`src/rtl/dir_led_driver.sv`:
```
// Debounced one-hot direction indicator: syncs the raw press, latches the accepted direction,
// stretches the LED after release and pulses dir_valid on new directions. Optional hold blink: DIR_LED_BLINK_EN.
module dir_led_driver #(
    parameter int NUM_DIRS        = 4,
    parameter int NUM_W           = 2,
    parameter int DEBOUNCE_CYCLES = 16,
    parameter int HOLD_CYCLES     = 1000,
    parameter int BLINK_HALF      = 250
) (
    input  logic                clk,
    input  logic                rst,
    input  logic [NUM_W-1:0]    num,
    input  logic                pressed,
    output logic [NUM_DIRS-1:0] leds,
    output logic [NUM_W-1:0]    dir,
    output logic                dir_valid,
    output logic                active
);

    localparam int MAX_DH = (DEBOUNCE_CYCLES > HOLD_CYCLES) ? DEBOUNCE_CYCLES : HOLD_CYCLES;
    localparam int MAX_C  = (MAX_DH > BLINK_HALF) ? MAX_DH : BLINK_HALF;
    localparam int CNT_W  = $clog2(MAX_C) + 1;

    typedef enum logic [1:0] {IDLE, DEBOUNCE, ACTIVE, HOLD} state_t;

    state_t               state_q, state_d;
    logic [NUM_W-1:0]     num_m, num_s, cand_q, cand_d, dir_q, dir_d;
    logic                 pressed_m, pressed_s, press_s;
    logic [CNT_W-1:0]     cnt_q, cnt_d, hcnt_q, hcnt_d;
    logic [NUM_DIRS-1:0]  leds_q, leds_d;
    logic                 dv_q, dv_d, from_idle_q, from_idle_d;
`ifdef DIR_LED_BLINK_EN
    logic [CNT_W-1:0]     bcnt_q, bcnt_d;
    logic                 dark_q, dark_d;
`endif

    function automatic logic [NUM_DIRS-1:0] onehot(input logic [NUM_W-1:0] d);
        return NUM_DIRS'(1) << d;
    endfunction

    // Codes beyond the last direction are treated as a release.
    assign press_s = pressed_s & ({1'b0, num_s} < (NUM_W+1)'(NUM_DIRS));

    // NOTE: every next-state variable gets its hold value first, so no path leaves one unassigned (no latches).
    always_comb begin
        state_d     = state_q;
        cand_d      = cand_q;
        cnt_d       = cnt_q;
        hcnt_d      = hcnt_q;
        dir_d       = dir_q;
        leds_d      = leds_q;
        dv_d        = 1'b0;
        from_idle_d = from_idle_q;
`ifdef DIR_LED_BLINK_EN
        bcnt_d      = bcnt_q;
        dark_d      = dark_q;
`endif
        case (state_q)
            IDLE: if (press_s) begin
                state_d     = DEBOUNCE;
                cand_d      = num_s;
                cnt_d       = '0;
                from_idle_d = 1'b1;
            end
            DEBOUNCE: begin
                if (!press_s) begin
                    if (from_idle_q) begin
                        state_d = IDLE;
                    end else begin
                        state_d = HOLD;
                        hcnt_d  = '0;
                        leds_d  = onehot(dir_q);
                    end
                end else if (num_s != cand_q) begin
                    cand_d = num_s;
                    cnt_d  = '0;
                end else if (cnt_q == CNT_W'(DEBOUNCE_CYCLES - 1)) begin
                    state_d = ACTIVE;
                    dir_d   = cand_q;
                    leds_d  = onehot(cand_q);
                    dv_d    = from_idle_q || (cand_q != dir_q);
                end else begin
                    cnt_d = cnt_q + CNT_W'(1);
                end
            end
            ACTIVE: begin
                leds_d = onehot(dir_q);
                if (!press_s) begin
                    state_d = HOLD;
                    hcnt_d  = '0;
                end else if (num_s != dir_q) begin
                    state_d     = DEBOUNCE;
                    cand_d      = num_s;
                    cnt_d       = '0;
                    from_idle_d = 1'b0;
                end
            end
            HOLD: begin
                if (press_s && num_s == dir_q) begin
                    state_d = ACTIVE;
                    leds_d  = onehot(dir_q);
                end else if (press_s) begin
                    state_d     = DEBOUNCE;
                    cand_d      = num_s;
                    cnt_d       = '0;
                    from_idle_d = 1'b0;
                end else if (hcnt_q == CNT_W'(HOLD_CYCLES - 1)) begin
                    state_d = IDLE;
                    leds_d  = '0;
                end else begin
                    hcnt_d = hcnt_q + CNT_W'(1);
`ifdef DIR_LED_BLINK_EN
                    if (bcnt_q == CNT_W'(BLINK_HALF - 1)) begin
                        bcnt_d = '0;
                        dark_d = !dark_q;
                    end else begin
                        bcnt_d = bcnt_q + CNT_W'(1);
                    end
                    leds_d = dark_d ? '0 : onehot(dir_q);
`endif
                end
            end
            default: state_d = IDLE;
        endcase
`ifdef DIR_LED_BLINK_EN
        // Every HOLD entry restarts the blink in its lit phase.
        if (state_d == HOLD && state_q != HOLD) begin
            bcnt_d = '0;
            dark_d = 1'b0;
        end
`endif
    end

    // NOTE: sequential state uses non-blocking assignments so every flop samples pre-edge values.
    always_ff @(posedge clk) begin
        if (rst) begin
            num_m       <= '0;
            num_s       <= '0;
            pressed_m   <= 1'b0;
            pressed_s   <= 1'b0;
            state_q     <= IDLE;
            cand_q      <= '0;
            cnt_q       <= '0;
            hcnt_q      <= '0;
            dir_q       <= '0;
            leds_q      <= '0;
            dv_q        <= 1'b0;
            from_idle_q <= 1'b0;
`ifdef DIR_LED_BLINK_EN
            bcnt_q      <= '0;
            dark_q      <= 1'b0;
`endif
        end else begin
            num_m       <= num;
            num_s       <= num_m;
            pressed_m   <= pressed;
            pressed_s   <= pressed_m;
            state_q     <= state_d;
            cand_q      <= cand_d;
            cnt_q       <= cnt_d;
            hcnt_q      <= hcnt_d;
            dir_q       <= dir_d;
            leds_q      <= leds_d;
            dv_q        <= dv_d;
            from_idle_q <= from_idle_d;
`ifdef DIR_LED_BLINK_EN
            bcnt_q      <= bcnt_d;
            dark_q      <= dark_d;
`endif
        end
    end

    assign leds      = leds_q;
    assign dir       = dir_q;
    assign dir_valid = dv_q;
    assign active    = (state_q == ACTIVE) || (state_q == HOLD);

endmodule
```
`config.mk`:
```
export PLATFORM = sky130hd
export DESIGN_NAME = dir_led_driver
export DESIGN_NICKNAME = d
export VERILOG_FILES = /design/src/rtl/dir_led_driver.sv
export SDC_FILE = /design/constraint.sdc
export NUM_CORES = 1
export LEC_CHECK = 0
export CAP_MARGIN = 20
export CORE_MARGIN = 2
export CORE_UTILIZATION = 29
export CTS_BUF_LIST = sky130_fd_sc_hd__clkbuf_4
export CTS_CLUSTER_DIAMETER = 150
export DETAILED_ROUTE_END_ITERATION = 10
export GPL_TIMING_DRIVEN = 1
export PLACE_DENSITY = 0.43
export SLEW_MARGIN = 10
export SYNTH_ARGS = -nofsm -noshare
export SYNTH_HDL_FRONTEND = slang
export SYNTH_SLANG_ARGS = --single-unit
```
`constraint.sdc`:
```
create_clock -name clk -period 3.85 [get_ports clk]
set_input_delay 0.385 -clock clk [delete_from_list [all_inputs] [get_ports clk]]
set_output_delay 0.385 -clock clk [all_outputs]
set_load 0.005 [all_outputs]
```
==> out/results.txt, run 1 <==
Drt pass-1 iters = 4
Post-route insts no fill = 375
Ys flop type = dfxtp_1
Max frequency = 0.3997 GHz
Post-DRT Antenna Nets = 0
Crit Path Class = reg2out
DIE AREA = 0.008762 mm2
CTS Root Cell = clkbuf_4
FFs w/ async S/R, synth = 0%
Post-Syn Instances = 274
Mapped Nets = 287
Top Ports = 13
CP required = 3.46 ns
Post-Route Skew = 0.009146 ns
Mapped Area = 0.002328 mm2
Fill cell count = 838
Post-synth EDFFs = 0
Warnings from Yosys = 0
CTS Buf Count = 5
Slew margin rel. = 50.41%
Total of max-cap violations = 0
Gr ovfl total = 0
Setup TNS = 0 ns
Share of layout cells above drive strength 1 = 9.158%
Via density = 4.989
Core area = 0.007767 mm2
Pwr Density = 307.8 mW/mm2
H-tree levels = 2
Final Core Density = 32.70%
Post-DP HPWL = 3529 um
Sequential cell area fraction in the yosys report = 34.39%
# placed instances = 370
Largest net degree at the start of global routing = 23
ANT cells = 0
1st-iter DRT viols = 101
Synth cell types = 54
Area grow syn2layout = 9.081%
Seq cells post-synth = 40
Setup violators final = 0
Initial antenna violation count = 0
Latest clock arrival within the worst-skew pair = 0.34 ns
CP Launch Type = flip-flop
CP endpoint kind = primary output
FF/Latch Area = 800.8 um2
GRT Util Overall = 12.26%
Vias post-DR = 1,871
Std cell rows = 32
Final wirelength = 4954 um
CTS sink count = 40
Status = finished clean
RSZ-0062 raised after global routing = false
Syn avg cell area = 8.498 um2
Bufs on Longest Clock Path = 2
Port bufs = 12
Worst-path fanout max = 17
Max-slew violation count = 0
Pleak = 0.9065 nW
Hold_buf cts = 0
Post-CTS Setup Repair Bufs = 0
Hold Fails Final Rpt = 0
Worst Tran Pin Value = 0.7428 ns
CP arrival = 2.12 ns
First-pass GRT wire length = 8673 um
Die X = 93.61 um
Gpl congestion = 0.7566
Drc violations = 0
Crit path time final = 2.502 ns
Number of global-route vias before repair = 1,788
TritonCTS clock tree = built
Initial Util = 29.98%
Number of nets in the final layout = 288
Final Cycle Share = 64.98%
Multi-input gate area = 0.001401 mm2
Hold Crit Class = reg2reg
Post_cts resized = 0
Max IR drop VDD = 0.1025 mV
Die Y = 93.61 um
CTS clk-pin slew, worst paths = 0.11 ns
Wirelength per Cell = 13.21 um
==> report_power, final <==
| group | internal, mW | switching (mW) |
|---|---|---|
| registers | 0.425 | 0.0150 |
| logic | 0.0700 | 0.0851 |
| clock network | 0.0612 | 0.125 |
| total | 0.556 | 0.225 |
==> worst max-delay path: stages (launching register included) <==
cell	delay, ns
dfxtp_1	0.40
ha_1	0.51
nor2_1	0.18
inv_1	0.16
clkdlybuf4s50_1	0.53
==> cell families (layout without fill, tap and decap cells) <==
kind of cell	count (synthesis)	count (layout)	share of synthesized area [%]
buffers and inverters	31	30	5.427
adder cells (fa/ha/maj)	8	8	4.299
flip-flops	40	40	34.39
AND/OR/NAND/NOR	106	106	26.17
XOR/XNOR	12	12	4.514
multiplexers	13	13	6.448
AO/OA/AOI/OAI	64	64	18.75
==> flip-flops by register name, summed over array words and instances (netlist names), 2 cells and up <==
name     flops
dir          2
leds         4
hcnt_q      11
cnt_q       11
state_q      2
cand_q       2
num_s        2
num_m        2
==> through the flow <==
step           instance area, um2  hold WS [ns]  setup slack [ns]  power [mW]
3_3_place_gp                 2502        0.4248             1.523      0.6101
5_1_grt                      2540        0.4644             1.173      0.8368
3_5_place_dp                 2502        0.4227             1.444      0.6069
2_1_floorplan                2328        0.4138             1.776      0.5686
6_report                     2540        0.4442             1.348      0.7818
4_1_cts                      2540        0.4496             1.292      0.8023
==> cell type report <==
type / count / area share, %
Multi-Input combinational cell: 203 / 55.17
Sequential cell: 40 / 31.53
Timing Repair Buffer: 13 / 5.025
Tap cell: 102 / 5.025
Inverter: 12 / 1.773
Clock buffer: 5 / 1.478
==> cell usage in the layout (no fill, tap or decap), drive strengths merged, types with 3 or more instances in the layout <==
| master | count |
|---|---|
| nand4b | 5 |
| nor2b | 12 |
| clkbuf | 5 |
| clkdlybuf4s50 | 12 |
| mux2 | 4 |
| and3 | 5 |
| nand3 | 12 |
| nand2 | 15 |
| a21oi | 22 |
| nand2b | 4 |
| nand4 | 3 |
| nor2 | 24 |
| ha | 8 |
| inv | 12 |
| a211oi | 3 |
| o21ai | 16 |
| dfxtp | 40 |
| xnor2 | 10 |
| mux2i | 9 |
| a31oi | 3 |
| or3 | 5 |
| nor3 | 3 |
| or3b | 3 |
| a2111oi | 4 |
| nor4 | 4 |
==> synthesized netlist by cell type, drive strengths merged, types with 3 or more instances <==
master   number  area (um2)
nand2        15       56.30
nand2b        4       25.02
dfxtp        40       800.8
xnor2        10       87.58
mux2i         9       90.09
nand3        12       60.06
and3          5       32.53
nand4b        5       43.79
nor2b        12       75.07
a21oi        22       110.1
nor4          4       40.04
nor3          3       15.01
a2111oi       4       36.29
clkbuf       12       45.04
ha            8       100.1
o21ai        16       80.07
inv          12       45.04
a31oi         3       18.77
buf           7       36.28
nor2         24       90.09
or3           5       36.28
or3b          3       26.28
nand4         3       18.77
mux2          4       60.06
a211oi        3       22.52
==> final timing paths <==
path | from | endpoint | slack, ns | depth (start not counted)
hold reg to reg | num_m[0]$_SDFF_PP0_ | num_s[0]$_SDFF_PP0_ | 0.44 | 1
setup reg to reg | state_q[0]$_SDFFE_PP0P_ | leds[0]$_SDFFE_PP0P_ | 1.48 | 7
hold / removal | num_m[0]$_SDFF_PP0_ | num_s[0]$_SDFF_PP0_ | 0.44 | 1
setup / recovery | state_q[0]$_SDFFE_PP0P_ | active | 1.35 | 4
==> layer usage <==
layer	routed length [um]	GRT usage (%)	vias to the layer above
met5	0	0	-
met4	57	3.623	0
met3	139	2.659	6
met2	2130	18.82	22
met1	2627	17.18	869
li1	-	-	974
Note: power is estimated with default switching activity, not from simulation.
==> run 2, diff against run 1 <==
Clock period 3.85 ns to 2.6 ns, I/O delays scaled along.
==> run 2 against run 1 <==
  * Clock skew up 0.0039 ns
  * Via count rose by 4.6%
  * Worst setup slack got worse by 1.1 ns
  * Routed wire length rose by 8.0%
  * Critical path type is now reg2reg
==> out/results.txt, run 2 (synthesis gave the netlist of run 1 again) <==
Status = finished clean
Drc violations = 0 (unchanged)
Share of layout cells above drive strength 1 = 12.37% (+3.2 points)
Vias post-DR = 1,957 (+4.6%)
Drt pass-1 iters = 4 (unchanged)
CTS clk-pin slew, worst paths = 0.13 ns (+0.02 ns)
Fill cell count = 850 (+1.4%)
DIE AREA = 0.008762 mm2 (unchanged)
Crit path time final = 2.311 ns
Slew margin rel. = 58.20% (+7.8 points)
H-tree levels = 2 (unchanged)
Internal power = 0.9429 mW (+69%)
Multi-input gate area = 0.001401 mm2 (unchanged)
Top Ports = 13 (unchanged)
ANT cells = 0 (unchanged)
Hold_buf cts = 0 (unchanged)
CP required = 2.86 ns (-0.60 ns)
Std cell rows = 32 (unchanged)
Post-CTS Setup Repair Bufs = 0 (unchanged)
Reg power frac = 49.4% (-6.9 points)
Gpl congestion = 0.7454 (-1.5%)
Crit Path Class = reg2reg
Gr ovfl total = 0 (unchanged)
Place WS = 0.2950 ns (-1.149 ns)
Post-DP HPWL = 3932 um (+11%)
Final Cycle Share = 88.87%
1st-iter DRT viols = 70 (-31%)
GRT Util Overall = 13.21% (+0.96 points)
Initial Util = 29.98% (unchanged)
Die X = 93.61 um (unchanged)
Final wirelength = 5350 um (+8.0%)
Worst-path fanout max = 9 (-8)
CTS Buf Count = 5 (unchanged)
Post-DRT Antenna Nets = 0 (unchanged)
Logic pwr share = 19.0% (-0.8 points)
Highest cell delay on the worst timing path = 0.64 ns (+0.11 ns)
Commonest non-fill, non-tap cell in the layout = dfxtp_1
Wirelength per Cell = 13.90 um (+5.2%)
Post_cts resized = 0 (unchanged)
Hold Crit Class = reg2reg
Pwr Density = 498.6 mW/mm2 (+62%)
Number of global-route vias before repair = 1,885 (+5.4%)
Sw power = 0.3709 mW (+65%)
Area grow syn2layout = 13.17%
Max IR drop VDD = 0.2197 mV (+110%)
Via density = 5.083 (+1.9%)
CTS Root Cell = clkbuf_4
Setup violators final = 0 (unchanged)
RSZ-0062 raised after global routing = false
CP endpoint kind = flip-flop
Worst Tran Pin Value = 0.6112 ns (-0.1316 ns)
CP arrival = 2.57 ns (+0.45 ns)
Latest clock arrival within the worst-skew pair = 0.35 ns (about the same)
Clock power share = 31.5% (+7.6 points)
TritonCTS clock tree = built
Switching part of the total power = 28.23% (-0.60 points)
Setup TNS = 0 ns (unchanged)
First-pass GRT wire length = 9356 um (+7.9%)
Worst-path cell chain = inv_1 > ha_1 > o21a_1 > o22a_1 > a2111oi_1 > nand3_1 > mux2i_1
Final worst setup slack = 0.2894 ns (-1.059 ns)
Die Y = 93.61 um (unchanged)
Commonest cells after routing, fill and taps aside = dfxtp_1, nor2_1, a21oi_1, o21ai_0, nand2_1
Max-slew violation count = 0 (unchanged)
Max frequency = 0.4328 GHz
Critical-path top delay cell = a2111oi_1
Core area = 0.007767 mm2 (unchanged)
Largest net degree at the start of global routing = 27 (+17%)
Initial antenna violation count = 0 (unchanged)
Pleak = 0.9595 nW (+5.8%)
Port bufs = 12 (unchanged)
Hold Fails Final Rpt = 0 (unchanged)
Post-Route Skew = 0.01309 ns (+0.003947 ns)
Number of nets in the final layout = 295 (+2.4%)
CP Launch Type = flip-flop
Bufs on Longest Clock Path = 2 (unchanged)
Total of max-cap violations = 0 (unchanged)
FF/Latch Area = 800.8 um2 (unchanged)
CTS sink count = 40 (unchanged)
run 2: final timing paths:
check / startpoint / to / slack, ns / cells after the start
setup / recovery: state_q[0]$_SDFFE_PP0P_ / hcnt_q[8]$_SDFFE_PP0P_ / 0.29 / 7
hold / removal: pressed_m$_SDFF_PP0_ / press_s$_SDFF_PP0_ / 0.45 / 1
setup reg to reg: state_q[0]$_SDFFE_PP0P_ / hcnt_q[8]$_SDFFE_PP0P_ / 0.29 / 7
hold reg to reg: pressed_m$_SDFF_PP0_ / press_s$_SDFF_PP0_ / 0.45 / 1
run 2: critical path, delay by kind of cell, from the launching register on:
family	cells	cell delay, ns
adders and majority gates	1	0.28
AOI/OAI and AO/OA	3	1.11
muxes	1	0.14
and+or+nand+nor	1	0.17
buffers and inverters	1	0.11
DFF	1	0.41
run 2: power groups by stage:
stage	clock, mW	combinational, mW	sequential [mW]
global route	0.462	0.283	0.654
floorplan	0	0.188	0.654
global placement	0	0.255	0.663
detailed placement	0	0.253	0.663
finish	0.415	0.250	0.649
CTS	0.443	0.254	0.650
run 2: through the flow:
stage               hold slack [ns]  util, %  cell area, um2  cells  power (mW)
detailed placement           0.4212    32.89            2555    377      0.9162
finish                       0.4481    33.92            2635    385       1.314
global route                 0.4430    33.92            2635    385       1.399
global placement             0.4169    32.89            2555    377      0.9183
CTS                          0.4378    33.92            2635    385       1.347
floorplan                    0.3882        -            2328    274      0.8420
run 2: routing by layer:
layer,vias to the layer above,track usage [%],share of wire (%)
met1,936,17.93,51
met2,27,20.86,45
li1,987,-,-
met5,-,0,0
met3,7,3.062,2.7
met4,0,3.986,1.5
run 2: final cells by class:
cell class	count	share of cell area, %
flip-flops and latches	40	30.39
clock buffers	5	1.424
well taps	102	4.843
inverters	12	1.709
multi-input cells	203	53.18
repair buffers	20	6.838
clock inverters	3	1.614
==> variant, RTL diff (flow settings as in run 2) <==
Set the parameter `DEBOUNCE_CYCLES` to 32 (it was 16).
--- a/src/rtl/dir_led_driver.sv
+++ b/src/rtl/dir_led_driver.sv
@@ -3,7 +3,7 @@
 module dir_led_driver #(
     parameter int NUM_DIRS        = 4,
     parameter int NUM_W           = 2,
-    parameter int DEBOUNCE_CYCLES = 16,
+    parameter int DEBOUNCE_CYCLES = 32,
     parameter int HOLD_CYCLES     = 1000,
     parameter int BLINK_HALF      = 250
 ) (
Behaviour: same outputs for any inputs over 10 cycles, from zero or initial values and one cycle with rst high; that may be too few to reach the edited logic, so the function may still have changed.
==> variant against run 2 <==
  * Utilization shrank 0.41 points
  * Worst setup slack gained 0.0026 ns
  * Sequential cell count is the same
  * Synthesized area shrank 1.1%
  * Design area shrank 1.7%
  * Routed wire length grew 0.67%
  * Total power shrank 4.4%
  * Critical path depth shrank 3
==> variant: results (changes against run 2) <==
{| class="wikitable"
! Metric !! Value
|-
| Post-Syn Nets || 290 (was 287)
|-
| Wire length on met1 || 2800 um (was 2700 um)
|-
| Critical R2R Capture || hcnt_q[0] (was hcnt_q[8])
|-
| Routability congestion estimate from global placement || 0.775 (was 0.745)
|-
| Static leakage || 0.880 nW (was 0.959 nW)
|-
| Reported net switching power || 0.377 mW (was 0.371 mW)
|-
| Met1 usage in global routing || 0.184 (was 0.179)
|-
| Worst-case hold slack || 0.441 ns (was 0.448 ns)
|-
| Synth Cell Area || 2300 um2 (was 2330 um2)
|-
| Arrival time of the worst setup path || 2.05 ns (was 2.57 ns)
|-
| Overall global routing resource usage || 0.132 (about the same)
|-
| Post-Layout Cell Count || 391 (was 385)
|-
| Placed cell count || 383 (was 377)
|-
| Worst slew pin tran || 0.445 ns (was 0.611 ns)
|-
| Area after detailed placement || 2530 um2 (was 2550 um2)
|-
| Layout net count || 301 (was 295)
|-
| Largest net degree at the start of global routing || 19 (was 27)
|-
| Detailed Route Iter0 Violations || 91 (was 70)
|-
| Gate family responsible for the most delay along the worst path || buffers and inverters (was compound AO/OA/AOI/OAI gates)
|-
| Vias in the first global route || 1787 (was 1885)
|-
| Estimated wirelength of the detail-placed design || 4010 um (was 3930 um)
|-
| DR vias || 1966 (was 1957)
|-
| Routed met2 length || 2340 um (was 2420 um)
|-
| Hold WC Path Type || input port to flop (was flop to flop)
|-
| Share of post-route cells with drive strength above 1 || 0.114 (was 0.124)
|-
| Fraction of power consumed by the clock network || 0.260 (was 0.315)
|-
| Worst Min Path Start || pressed (was pressed_m)
|-
| Final-layout fill cell count || 832 (was 850)
|-
| Critical Path Sink || active (was hcnt_q[8])
|-
| Worst ir drop on vdd || 0.185 mV (was 0.220 mV)
|-
| Number of distinct library cells after synthesis || 60 (was 54)
|-
| Average wire length per cell after detail routing || 13.8 um (was 13.9 um)
|-
| Met3 WL post-DR || 157 um (was 147 um)
|-
| Sequential cell area fraction in the yosys report || 0.348 (was 0.344)
|-
| Setup slack on the worst flop-to-flop path || 0.32 ns (was 0.29 ns)
|-
| CP peak stage delay || 0.57 ns (was 0.64 ns)
|-
| Endpoint of the worst hold path || pressed_m (was press_s)
|-
| Post-synthesis instance total || 277 (was 274)
|-
| Outcome || finished clean (unchanged)
|-
| Switching share of power || 0.300 (was 0.282)
|-
| Most frequent cells after synthesis || dfxtp_1 (40), nand2_1 (25), nor2_1 (24), nand3_1 (18), a21oi_1 (16) (was dfxtp_1 (40), nor2_1 (24), a21oi_1 (22), nand2_1 (15), o21ai_0 (15))
|-
| Ranking of synthesized cells by area || dfxtp_1 (35%), ha_1 (4.3%), nand2_1 (4.1%) (was dfxtp_1 (34%), a21oi_1 (4.7%), ha_1 (4.3%))
|-
| Worst slack at placement || 0.275 ns (was 0.295 ns)
|}
## variant: logic make-up (layout without fill, tap and decap cells)
kind of cell / Yosys count / after routing / synth area share
DFF: 40 / 40 / 0.348
buffers and inverters: 27 / 39 / 0.0554
AOI/OAI and AO/OA: 70 / 70 / 0.202
and+or+nand+nor: 116 / 116 / 0.276
xor gates and xnor gates: 10 / 10 / 0.0495
adders and majority gates: 8 / 8 / 0.0435
muxes: 6 / 6 / 0.0261
## variant: final cells by class
class	instances	area (um2)	share of cell area
multi-input combinational	210	1380	0.533
sequential	40	801	0.309
timing repair buffer	21	188	0.0725
tap	102	128	0.0493
clock buffer	7	52.6	0.0203
inverter	10	37.5	0.0145
clock inverter	1	3.75	0.00145
## variant: worst register-to-register path: stages (launching register included)
cell and delay (ns):
dfxtp_1 0.42, inv_1 0.12, ha_1 0.29, o21ai_0 0.16, a22o_2 0.23, nand3b_1 0.33
or3b_2 0.56, a21oi_1 0.12
